===== src/rtl/gap_pkg.sv =====
// Shared types and sizing helpers for the global-average-pooling stage.
package gap_pkg;

    // eEMPTY: accumulating samples, eFULL: one averaged result held for the consumer
    typedef enum logic {
        eEMPTY = 1'b0,
        eFULL  = 1'b1
    } gap_state_e;

    // Signed running-sum width: one sample width plus headroom for INPUT_SIZE terms
    function automatic int unsigned gap_acc_width(input int unsigned word_size,
                                                  input int unsigned input_size);
        return word_size + $clog2(input_size) + 1;
    endfunction

    // Sample counter width; counts 0..INPUT_SIZE-1, never narrower than one bit
    function automatic int unsigned gap_cnt_width(input int unsigned input_size);
        return (input_size > 1) ? $clog2(input_size) : 1;
    endfunction

endpackage


===== src/rtl/gap_accumulator.sv =====
// Running sum and sample count for one pooling batch.
module gap_accumulator
    import gap_pkg::*;
#(
    parameter  int unsigned INPUT_SIZE = 5,
    parameter  int unsigned WORD_SIZE  = 16,
    localparam int unsigned ACC_W      = gap_acc_width(WORD_SIZE, INPUT_SIZE)
) (
    input  logic                    clk_i,
    input  logic                    reset_i,
    input  logic                    accept_i,
    input  logic [WORD_SIZE-1:0]    data_i,
    output logic signed [ACC_W-1:0] sum_c,
    output logic                    last_c
);

    localparam int unsigned CNT_W = gap_cnt_width(INPUT_SIZE);

    logic [CNT_W-1:0]        count_q;
    logic signed [ACC_W-1:0] acc_q;
    logic signed [ACC_W-1:0] data_ext;

    // Sign-extend the sample and form the sum including the current sample
    assign data_ext = {{(ACC_W - WORD_SIZE){data_i[WORD_SIZE-1]}}, data_i};
    assign sum_c    = acc_q + data_ext;
    assign last_c   = (count_q == CNT_W'(INPUT_SIZE - 1));

    // Accumulate on accept; the batch-completing sample clears both registers
    always_ff @(posedge clk_i or posedge reset_i) begin
        if (reset_i) begin
            count_q <= '0;
            acc_q   <= '0;
        end else if (accept_i) begin
            if (last_c) begin
                count_q <= '0;
                acc_q   <= '0;
            end else begin
                count_q <= count_q + CNT_W'(1);
                acc_q   <= sum_c;
            end
        end
    end

endmodule


===== src/rtl/gap_layer.sv =====
// Global average pooling: averages INPUT_SIZE signed samples into one held result.
module gap_layer
    import gap_pkg::*;
#(
    parameter int unsigned INPUT_SIZE = 5,
    parameter int unsigned WORD_SIZE  = 16,
    parameter int unsigned N_SIZE     = 12
) (
    input  logic                 clk_i,
    input  logic                 reset_i,
    output logic                 ready_o,
    input  logic                 valid_i,
    input  logic [WORD_SIZE-1:0] data_r_i,
    output logic                 valid_o,
    input  logic                 ready_i,
    output logic [WORD_SIZE-1:0] data_r_o
);

    localparam int unsigned ACC_W = gap_acc_width(WORD_SIZE, INPUT_SIZE);
    localparam logic signed [ACC_W-1:0] DIVISOR = ACC_W'(INPUT_SIZE);

    // Input and output share one Q format, so the fraction width must leave a sign bit
    if (N_SIZE >= WORD_SIZE) begin : g_bad_format
        $error("gap_layer: N_SIZE must be smaller than WORD_SIZE");
    end

    gap_state_e              state_q, state_d;
    logic [WORD_SIZE-1:0]    data_q, data_d;
    logic                    accept_c;
    logic                    last_c;
    logic signed [ACC_W-1:0] sum_c;
    logic [WORD_SIZE-1:0]    quot_c;

    assign accept_c = valid_i && (state_q == eEMPTY);

    // Constant-divisor signed division truncates toward zero; the quotient always fits
    assign quot_c = WORD_SIZE'(sum_c / DIVISOR);

    gap_accumulator #(
        .INPUT_SIZE (INPUT_SIZE),
        .WORD_SIZE  (WORD_SIZE)
    ) u_acc (
        .clk_i    (clk_i),
        .reset_i  (reset_i),
        .accept_i (accept_c),
        .data_i   (data_r_i),
        .sum_c    (sum_c),
        .last_c   (last_c)
    );

    // Next state: fill on the last accept, drain on the output handshake
    always_comb begin
        state_d = state_q;
        data_d  = data_q;
        case (state_q)
            eEMPTY: begin
                if (accept_c && last_c) begin
                    state_d = eFULL;
                    data_d  = quot_c;
                end
            end
            eFULL: begin
                if (ready_i) begin
                    state_d = eEMPTY;
                end
            end
        endcase
    end

    // State and result registers
    always_ff @(posedge clk_i or posedge reset_i) begin
        if (reset_i) begin
            state_q <= eEMPTY;
            data_q  <= '0;
        end else begin
            state_q <= state_d;
            data_q  <= data_d;
        end
    end

    assign ready_o  = (state_q == eEMPTY);
    assign valid_o  = (state_q == eFULL);
    assign data_r_o = data_q;

endmodule


===== config.mk =====
export PLATFORM = sky130hd
export DESIGN_NAME = gap_layer
export DESIGN_NICKNAME = d
export VERILOG_FILES = /design/src/rtl/gap_pkg.sv /design/src/rtl/gap_accumulator.sv /design/src/rtl/gap_layer.sv
export SDC_FILE = /design/constraint.sdc
export NUM_CORES = 1
export LEC_CHECK = 0
export ABC_AREA = 0
export ABC_CLOCK_PERIOD_IN_PS = 14300
export BUFFER_PORTS_ARGS = -buffer_cell sky130_fd_sc_hd__buf_4
export CORE_MARGIN = 3
export CORE_UTILIZATION = 50
export CTS_CLUSTER_SIZE = 12
export DETAILED_ROUTE_END_ITERATION = 10
export PLACE_DENSITY = 0.76
export SETUP_SLACK_MARGIN = 0.1
export SYNTH_ARGS = -nofsm -noshare
export SYNTH_HDL_FRONTEND = slang
export SYNTH_SLANG_ARGS = --single-unit

===== constraint.sdc =====
create_clock -name clk_i -period 14.3 [get_ports clk_i]
set_clock_uncertainty 0.15 [all_clocks]
set_input_delay 0.715 -clock clk_i [delete_from_list [all_inputs] [get_ports clk_i]]
set_output_delay 0.715 -clock clk_i [all_outputs]
set_load 0.01 [all_outputs]

Word level (Yosys, flattened, before mapping)
Index checks and enable logic that the tools add are counted.

Bits in registers: 40. Input port bits: 20. Output and inout bits: 18. Word-level logic and storage cells: 17.

Add/subtract/negate cells: 2. Div/mod/pow operators: 1. Equal/unequal tests: 1. Muxes and demuxes: 5. Bitwise logic cells: 1. Reduce and logical (&&, ||, !) cells: 3.

Operators with widths (number): adder 20 x 16 -> 20 bit (1); divider 20 x 4 -> 20 bit, second input constant (1); 2-to-1 mux 20 bit (1); adder 3 x 1 -> 3 bit, second input constant (1); == test 3 bit, second input constant (1); 2-to-1 mux 3 bit (1); logical AND 1 bit (2); 2-to-1 mux 1 bit (2); case mux 1 bit (2 select lines) (1); AND reduction 2 bit (1); NOT 1 bit (1).

Depth between registers and ports, before layout
Gate-level depths: netlist of run 1.

Word-level depth: 5. Mapped depth: 47. Depth with buffers taken out: 41.

Hierarchy
A second synthesis of run 1 with hierarchy kept.

Cells, all modules: 867. Area total of the unflattened synthesis: 6620.1 µm².

Modules (own cells, without submodules): gap_layer (times used 1, cells each 610, area an instance 4458.0 µm², sequential area each 425.4 µm²); gap_accumulator (times used 1, cells each 257, area an instance 2162.1 µm², sequential area each 575.6 µm²).

Worst setup path after synthesis of run 1
Ideal clock, no wire load.

Kind: input to register. Start: input data_r_i[6]. End: register data_q[12], in the netlist data_r_o[12]. Library setup time: 131 ps. Arrival time: 10006 ps. Required time: 14019 ps. Setup slack: 4013 ps. Stages: 42. Buffers on the path: 4. Path through: ha_1 a21o_1 a31o_2 a21o_1 or3_1 a222oi_1 nand3_1 o21ai_1 and2_1 buf_4 mux2_1 a221oi_1 or2_2 buf_4 a2bb2oi_2 and3_1 buf_6 xnor2_2 [6 not listed] o21a_4 nand2_2 buf_6 a2111o_1 nand3b_4 xnor2_1 ha_1 a21oi_1 nor2_1 or4_4 o31ai_2 o2111a_1 a21o_1 ha_1 and3_1 a31oi_1 xnor2_1 o21ai_1.

Longest elaborated chain between the ends: 2.

RTL lines: start, declared (RTL line gap_layer.sv:13) `input logic [WORD_SIZE-1:0] data_r_i,`; adder 20 x 16 -> 20 bit (RTL line gap_accumulator.sv:25) `assign sum_c = acc_q + data_ext;`; divider 20 x 4 -> 20 bit (RTL line gap_layer.sv:37) `assign quot_c = WORD_SIZE'(sum_c / DIVISOR);`; end signal, assigned (RTL line gap_layer.sv:77) `data_q <= data_d;`; end, declared (RTL line gap_layer.sv:28) `logic [WORD_SIZE-1:0] data_q, data_d;`.

Every way passes these cells. A chain may end at the register's enable or synchronous reset.

Worst setup path in the final report of run 1
Start: input data_r_i[0]. End: register data_q[12], in the netlist data_r_o[12].

The elaborated chain is that of the path after synthesis.

==> results of run 1 <==
registers in the layout (all words and copies together) (netlist names):
name	cells
u_acc.count_q	3
data_r_o	16
valid_o	1
u_acc.acc_q	20
metrics by stage:
stage	setup slack [ns]	utilization [%]	cell area [um2]
floorplan	4.01	-	6530
global placement	2.60	54.2	6890
detailed placement	2.41	54.2	6890
CTS	2.68	55.3	7030
global route	1.51	55.3	7030
finish	2.55	55.3	7030
final timing paths:
path	from	slack, ns	end
max	data_r_i[0]	2.55	data_r_o[12]$_DFFE_PP0P_
min	data_r_o[13]$_DFFE_PP0P_	0.33	data_r_o[13]$_DFFE_PP0P_
max reg2reg	u_acc.acc_q[0]$_DFFE_PP0P_	2.70	data_r_o[12]$_DFFE_PP0P_
min reg2reg	data_r_o[13]$_DFFE_PP0P_	0.33	data_r_o[13]$_DFFE_PP0P_
max in group asynchronous	reset_i	13.20	u_acc.acc_q[19]$_DFFE_PP0P_
min in group asynchronous	reset_i	0.42	u_acc.acc_q[11]$_DFFE_PP0P_
cell usage in the layout (no fill, tap or decap), drive strengths merged, types with 17 or more instances in the layout:
| master | n |
|---|---|
| a21o | 21 |
| a31oi | 20 |
| dfrtp | 40 |
| buf | 51 |
| xor2 | 20 |
| o211ai | 17 |
| nand3 | 37 |
| nor3 | 34 |
| ha | 25 |
| nor2 | 73 |
| a211oi | 21 |
| o21ai | 82 |
| nand2 | 101 |
| a21oi | 59 |
| xnor2 | 32 |
cells in the mapped netlist (all sizes together), types with 4 or more instances:
library cell and instances:
a211o 4, a211oi 21, a21boi 4, a21o 21, a21oi 59, a221oi 4, a22o 14, a2bb2oi 4
a311o 4, a311oi 4, a31o 7, a31oi 20, a41oi 6, and2 16, and3 15, and4 7
buf 20, clkbuf 30, dfrtp 40, ha 25, inv 13, mux2i 8, nand2 101, nand3 37
nand4 7, nor2 73, nor2b 6, nor3 34, nor4 16, o2111ai 7, o211ai 17, o21a 6
o21ai 82, o221ai 4, o22ai 11, o311ai 6, o31a 6, o31ai 12, or2 8, or3 11
or4 5, xnor2 32, xor2 20
layout make-up:
cell class | instances | area [um2] | share of cell area [%]
Inverter | 13 | 48.8 | 0.694
Timing Repair Buffer | 51 | 383 | 5.44
Sequential cell | 40 | 1000 | 14.2
Clock buffer | 5 | 125 | 1.78
Clock inverter | 2 | 12.5 | 0.178
Multi-Input combinational cell | 795 | 5250 | 74.6
Tap cell | 172 | 215 | 3.06
worst max-delay path, delay by kind of cell:
kind	cells	cell delay, ns
XOR/XNOR	4	1.01
buffers and inverters	2	0.14
AO/OA/AOI/OAI	14	3.57
multiplexers	2	0.69
AND/OR/NAND/NOR	15	4.56
adder cells (fa/ha/maj)	4	1.05
cell families (layout without fill, tap and decap cells):
group / Yosys count / in the layout / share of synthesized area (%)
adders and majority gates: 27 / 27 / 5.25
muxes: 11 / 11 / 1.74
DFF: 40 / 40 / 15.3
xor gates and xnor gates: 52 / 52 / 7.09
buffers and inverters: 63 / 71 / 4.42
AOI/OAI and AO/OA: 357 / 357 / 39.4
and+or+nand+nor: 348 / 348 / 26.8
per-layer routing:
metal,vias to the layer above,GRT usage [%],part of all wire (%)
met5,-,0,0
met4,0,9.28,2.9
met3,50,2.95,6.2
met2,309,40.3,45
met1,3317,36.0,46
li1,3500,-,-
==> run_results.csv, run 1 <==
group,metric,value,unit
clock_tree,holdBufCountCts,0,
finish,drive_above_1_share,11.0,%
worst_setup_path,required,14.31,ns
route,drtIter0Drc,859,
route,drt_pre_antenna_iters,5,
placed_design,gp_congestion,0.991,
route,vias,7176,
sta,fin_hold_ws,0.335,ns
sta,rsz0062_at_grt,"no",
worst_setup_path,arrival,11.76,ns
sta,fin_crit_sh,82.1,%
yosys,syn_area,6530,um2
global_route,grt_pass1_wl,31200,um
worst_setup_path,crit_path_end_kind,"flip-flop",
clock_tree,cts-root-buf,"clkbuf_16",
worst_setup_path,startpoint_type,"input pin",
run_status,status,"complete, no violations",
clock_tree,cts.sinks,40,
placed_design,dp_cells,1071,
route,wl,18400,um
sta,final_max_slew_viol_count,0,
worst_hold_path,whs_path_depth,2,
sta,period_minus_slack,11.75,ns
clock_tree,post_cts_buffers,0,
die,die_area,14500,um2
die,rows,41,
placed_design,post-dp-hpwl,14000,um
worst_setup_path,r2r_cells,40,
sta,finalHoldViolCount,0,
die,core,12700,um2
worst_setup_path,path_max_fanout,20,
finish,fin_cells,1078,
finish,nNetsFinal,952,
finish,fillers,1245,
worst_setup_path,crit_type,"in -> reg",
route,vias_per_cell,6.66,
global_route,overflow,0,
clock_tree,htree_levels,2,
yosys,synthArstFlopShare,100,%
global_route,antenna_found_initial,0,
yosys,yosysWarningCount,0,
yosys,syn_nets,944,
global_route,grt.total_usage,25.5,%
yosys,ys_seq_area_share,15.3,%
yosys,synthDistinctLibCells,111,
clock_tree,numCtsBuffers,5,
clock_tree,cts_tree,"done",
worst_setup_path,critPathMostFrequentCell,"ha_1",
clock_tree,cts_buffer_depth,2,
clock_tree,clk_transition_reported_paths,0.05,ns
sta,setup-violations-final,0,
route,wl_per_cell,17.1,um
die,initial_core_util,51.4,%
die,num_io_pins,38,
yosys,yosys.area.top_type,"dfrtp_1",
clock_tree,clock_latency,0.30,ns
finish,area_growth,7.62,%
sta,max_freq,0.0851,GHz
yosys,synthFlopType,"dfrtp_1",
yosys,yosysTopAreaCellShare,15.3,%
yosys,synth.avg_cell_area,7.28,um2
global_route,first_global_vias,6406,
die,die_w,120,um
placed_design,port_buffers,37,
route,post-route-drc-count,0,
sta,slew_headroom,25.6,%
yosys,synth_seq_cells,40,
finish,diodes,0,
sta,worst_pin_slew,1.11,ns
worst_setup_path,crit_path_top_delay_cell,"nor4_1",
yosys,synth_edf_count,0,
route,final_antenna_net_count,0,
yosys,synth_cells,898,
global_route,grt_max_degree,41,
clock_tree,ctsResizeCount,0,
yosys,yosys-top-cells-area,"dfrtp_1 (15%), nand2_1 (5.7%), ha_1 (4.8%)",
worst_hold_path,hold_path.class,"reg -> reg",
sta,setup_tns,0,ns
worst_setup_path,crit_path_max_incr_delay,0.62,ns
die,chipHeight,120,um
run,drv_cap,0,
Power of run 1 is not shown: default switching activity piles up to over one toggle a cycle in this logic, so the estimate is an artifact.
==> inputs of run 2 (changes only) <==
--- a/config.mk
+++ b/config.mk
@@ -6,7 +6,7 @@
 export NUM_CORES = 1
 export LEC_CHECK = 0
 export ABC_AREA = 0
-export ABC_CLOCK_PERIOD_IN_PS = 14300
+export ABC_CLOCK_PERIOD_IN_PS = 12200
 export BUFFER_PORTS_ARGS = -buffer_cell sky130_fd_sc_hd__buf_4
 export CORE_MARGIN = 3
 export CORE_UTILIZATION = 50
==> constraint.sdc (replaced) <==
create_clock -name clk_i -period 12.2 [get_ports clk_i]
set_clock_uncertainty 0.15 [all_clocks]
set_input_delay 0.61 -clock clk_i [delete_from_list [all_inputs] [get_ports clk_i]]
set_output_delay 0.61 -clock clk_i [all_outputs]
set_load 0.01 [all_outputs]
==> run 2 against run 1 <==
Against the previous run:
- global-route usage rose by 0.12 points
- first-iteration DRC count fell by 3.7%
- via count rose by 2.4%
- core utilization rose by 1.2 points
- sequential share of layout area fell by 0.29 points
- worst setup slack got worse by 1.6 ns
- register-to-register slack got worse by 1.7 ns
- cell count rose by 1.3%
- routed wire length rose by 3.1%
- die area did not move
- non-clock buffer count rose by 14
- clock-buffer cell count did not move
- largest cell class unchanged
- highest routed layer unchanged
==> run_results.csv, run 2 (synthesis results as in run 1) <==
group,metric,value,unit
die,initial_core_util,51.4,%
clock_tree,cts_tree,"done",
global_route,grt.total_usage,25.6,%
finish,area_growth,9.86,%
worst_hold_path,hold_path.class,"in -> async",
global_route,antenna_found_initial,0,
clock_tree,clock_latency,0.29,ns
worst_setup_path,timing.rr.start,"u_acc.acc_q[0]$_DFFE_PP0P_",
finish,diodes,0,
die,chipHeight,120,um
clock_tree,cts_buffer_depth,2,
clock_tree,cts-root-buf,"clkbuf_16",
worst_setup_path,crit_path_max_incr_delay,0.56,ns
finish,drive_above_1_share,13.0,%
sta,setup-violations-final,0,
route,vias,7347,
die,core,12700,um2
worst_setup_path,crit_path_top_delay_cell,"or4_4",
global_route,grt_pass1_wl,31500,um
sta,fin_crit_sh,92.2,%
route,drtIter0Drc,827,
die,rows,41,
die,die_w,120,um
finish,registers.top_by_ff_count,"u_acc.acc_q",
placed_design,gp_congestion,0.971,
sta,final_max_slew_viol_count,0,
finish,layout_common_cells,"nand2_1 (100), nor2_1 (70), buf_4 (65), o21ai_0 (58), a21oi_1 (57)",
placed_design,post-dp-hpwl,14300,um
worst_setup_path,setup.worst_path.start,"data_r_i[0]",
worst_setup_path,arrival,11.25,ns
route,wl,19000,um
clock_tree,htree_levels,2,
route,wl_per_cell,17.4,um
run,drv_cap,0,
finish,fillers,1286,
finish,largest_reg_flops,20,
clock_tree,numCtsBuffers,5,
die,die_area,14500,um2
finish,layout_commonest_cell,"nand2_1",
worst_setup_path,crit_path_end_kind,"flip-flop",
worst_setup_path,startpoint_type,"input pin",
sta,period_minus_slack,11.25,ns
worst_setup_path,r2r_cells,40,
global_route,grt_max_degree,41,
worst_setup_path,required,12.21,ns
clock_tree,holdBufCountCts,0,
finish,nNetsFinal,966,
global_route,first_global_vias,6540,
route,final_antenna_net_count,0,
die,num_io_pins,38,
sta,finalHoldViolCount,0,
sta,setup_tns,0,ns
worst_setup_path,crit_type,"in -> reg",
sta,slew_headroom,24.2,%
run_status,status,"complete, no violations",
global_route,overflow,0,
route,drt_pre_antenna_iters,7,
sta,worst_pin_slew,1.13,ns
placed_design,port_buffers,37,
sta,max_freq,0.0889,GHz
route,vias_per_cell,6.73,
clock_tree,cts.sinks,40,
route,post-route-drc-count,0,
sta,rsz0062_at_grt,"no",
worst_setup_path,path_max_fanout,20,
clock_tree,clk_transition_reported_paths,0.06,ns
run 2: cell count changes in the layout (fill, tap and decap cells not counted), sizes merged:
cell / delta
buf: +14
run 2: critical path, delay by kind of cell:
kind | cells | cell delay (ns)
mux | 2 | 0.70
buf+inv | 2 | 0.14
compound gates | 16 | 4.30
xor+xnor | 4 | 0.99
simple gates | 13 | 3.42
fa+ha+maj | 4 | 1.09
run 2: path summary, 6_finish.rpt:
kind,end,slack (ns)
worst max-delay path,data_r_o[12]$_DFFE_PP0P_,0.95
worst min-delay path,valid_o$_DFF_PP0_,0.32
worst max register to register,data_r_o[12]$_DFFE_PP0P_,0.98
worst min register to register,data_r_o[5]$_DFFE_PP0P_,0.34
max in group asynchronous,data_r_o[1]$_DFFE_PP0P_,11.20
min in group clk_i,data_r_o[5]$_DFFE_PP0P_,0.34
run 2: final cells by class:
| class | instances | area, um2 | area share (%) |
|---|---|---|---|
| tap | 172 | 215 | 3.00 |
| clock buffer | 5 | 125 | 1.74 |
| inverter | 13 | 48.8 | 0.680 |
| multi-input combinational | 795 | 5290 | 73.7 |
| clock inverter | 2 | 12.5 | 0.174 |
| sequential | 40 | 1000 | 13.9 |
| timing repair buffer | 65 | 488 | 6.80 |
run 2: per-stage QoR:
step	instance area [um2]	utilization [%]	setup WS (ns)	hold WS [ns]	cells
2_1_floorplan	6530	-	2.02	0.304	898
3_3_place_gp	6970	54.8	0.625	0.320	1081
3_5_place_dp	6970	54.8	0.460	0.325	1081
4_1_cts	7110	55.9	0.720	0.343	1088
5_1_grt	7180	56.4	0.168	0.366	1092
6_report	7180	56.4	0.951	0.321	1092
run 2: metal layers:
metal | wire length [um] | up-vias | share of wire, % | track usage (%)
li1 | - | 3536 | - | -
met1 | 8530 | 3409 | 45 | 35.6
met2 | 8710 | 355 | 46 | 42.4
met3 | 1210 | 47 | 6.4 | 2.15
met4 | 527 | 0 | 2.8 | 8.14
met5 | 0 | - | 0 | 0
run 2: timing repair:
action | 4_1_cts | 5_1_grt
endpoints found under the setup margin | 0 | 8
buffers inserted | 0 | 4
gates resized for setup | 0 | 7
Power of run 2 is left out for the same reason.
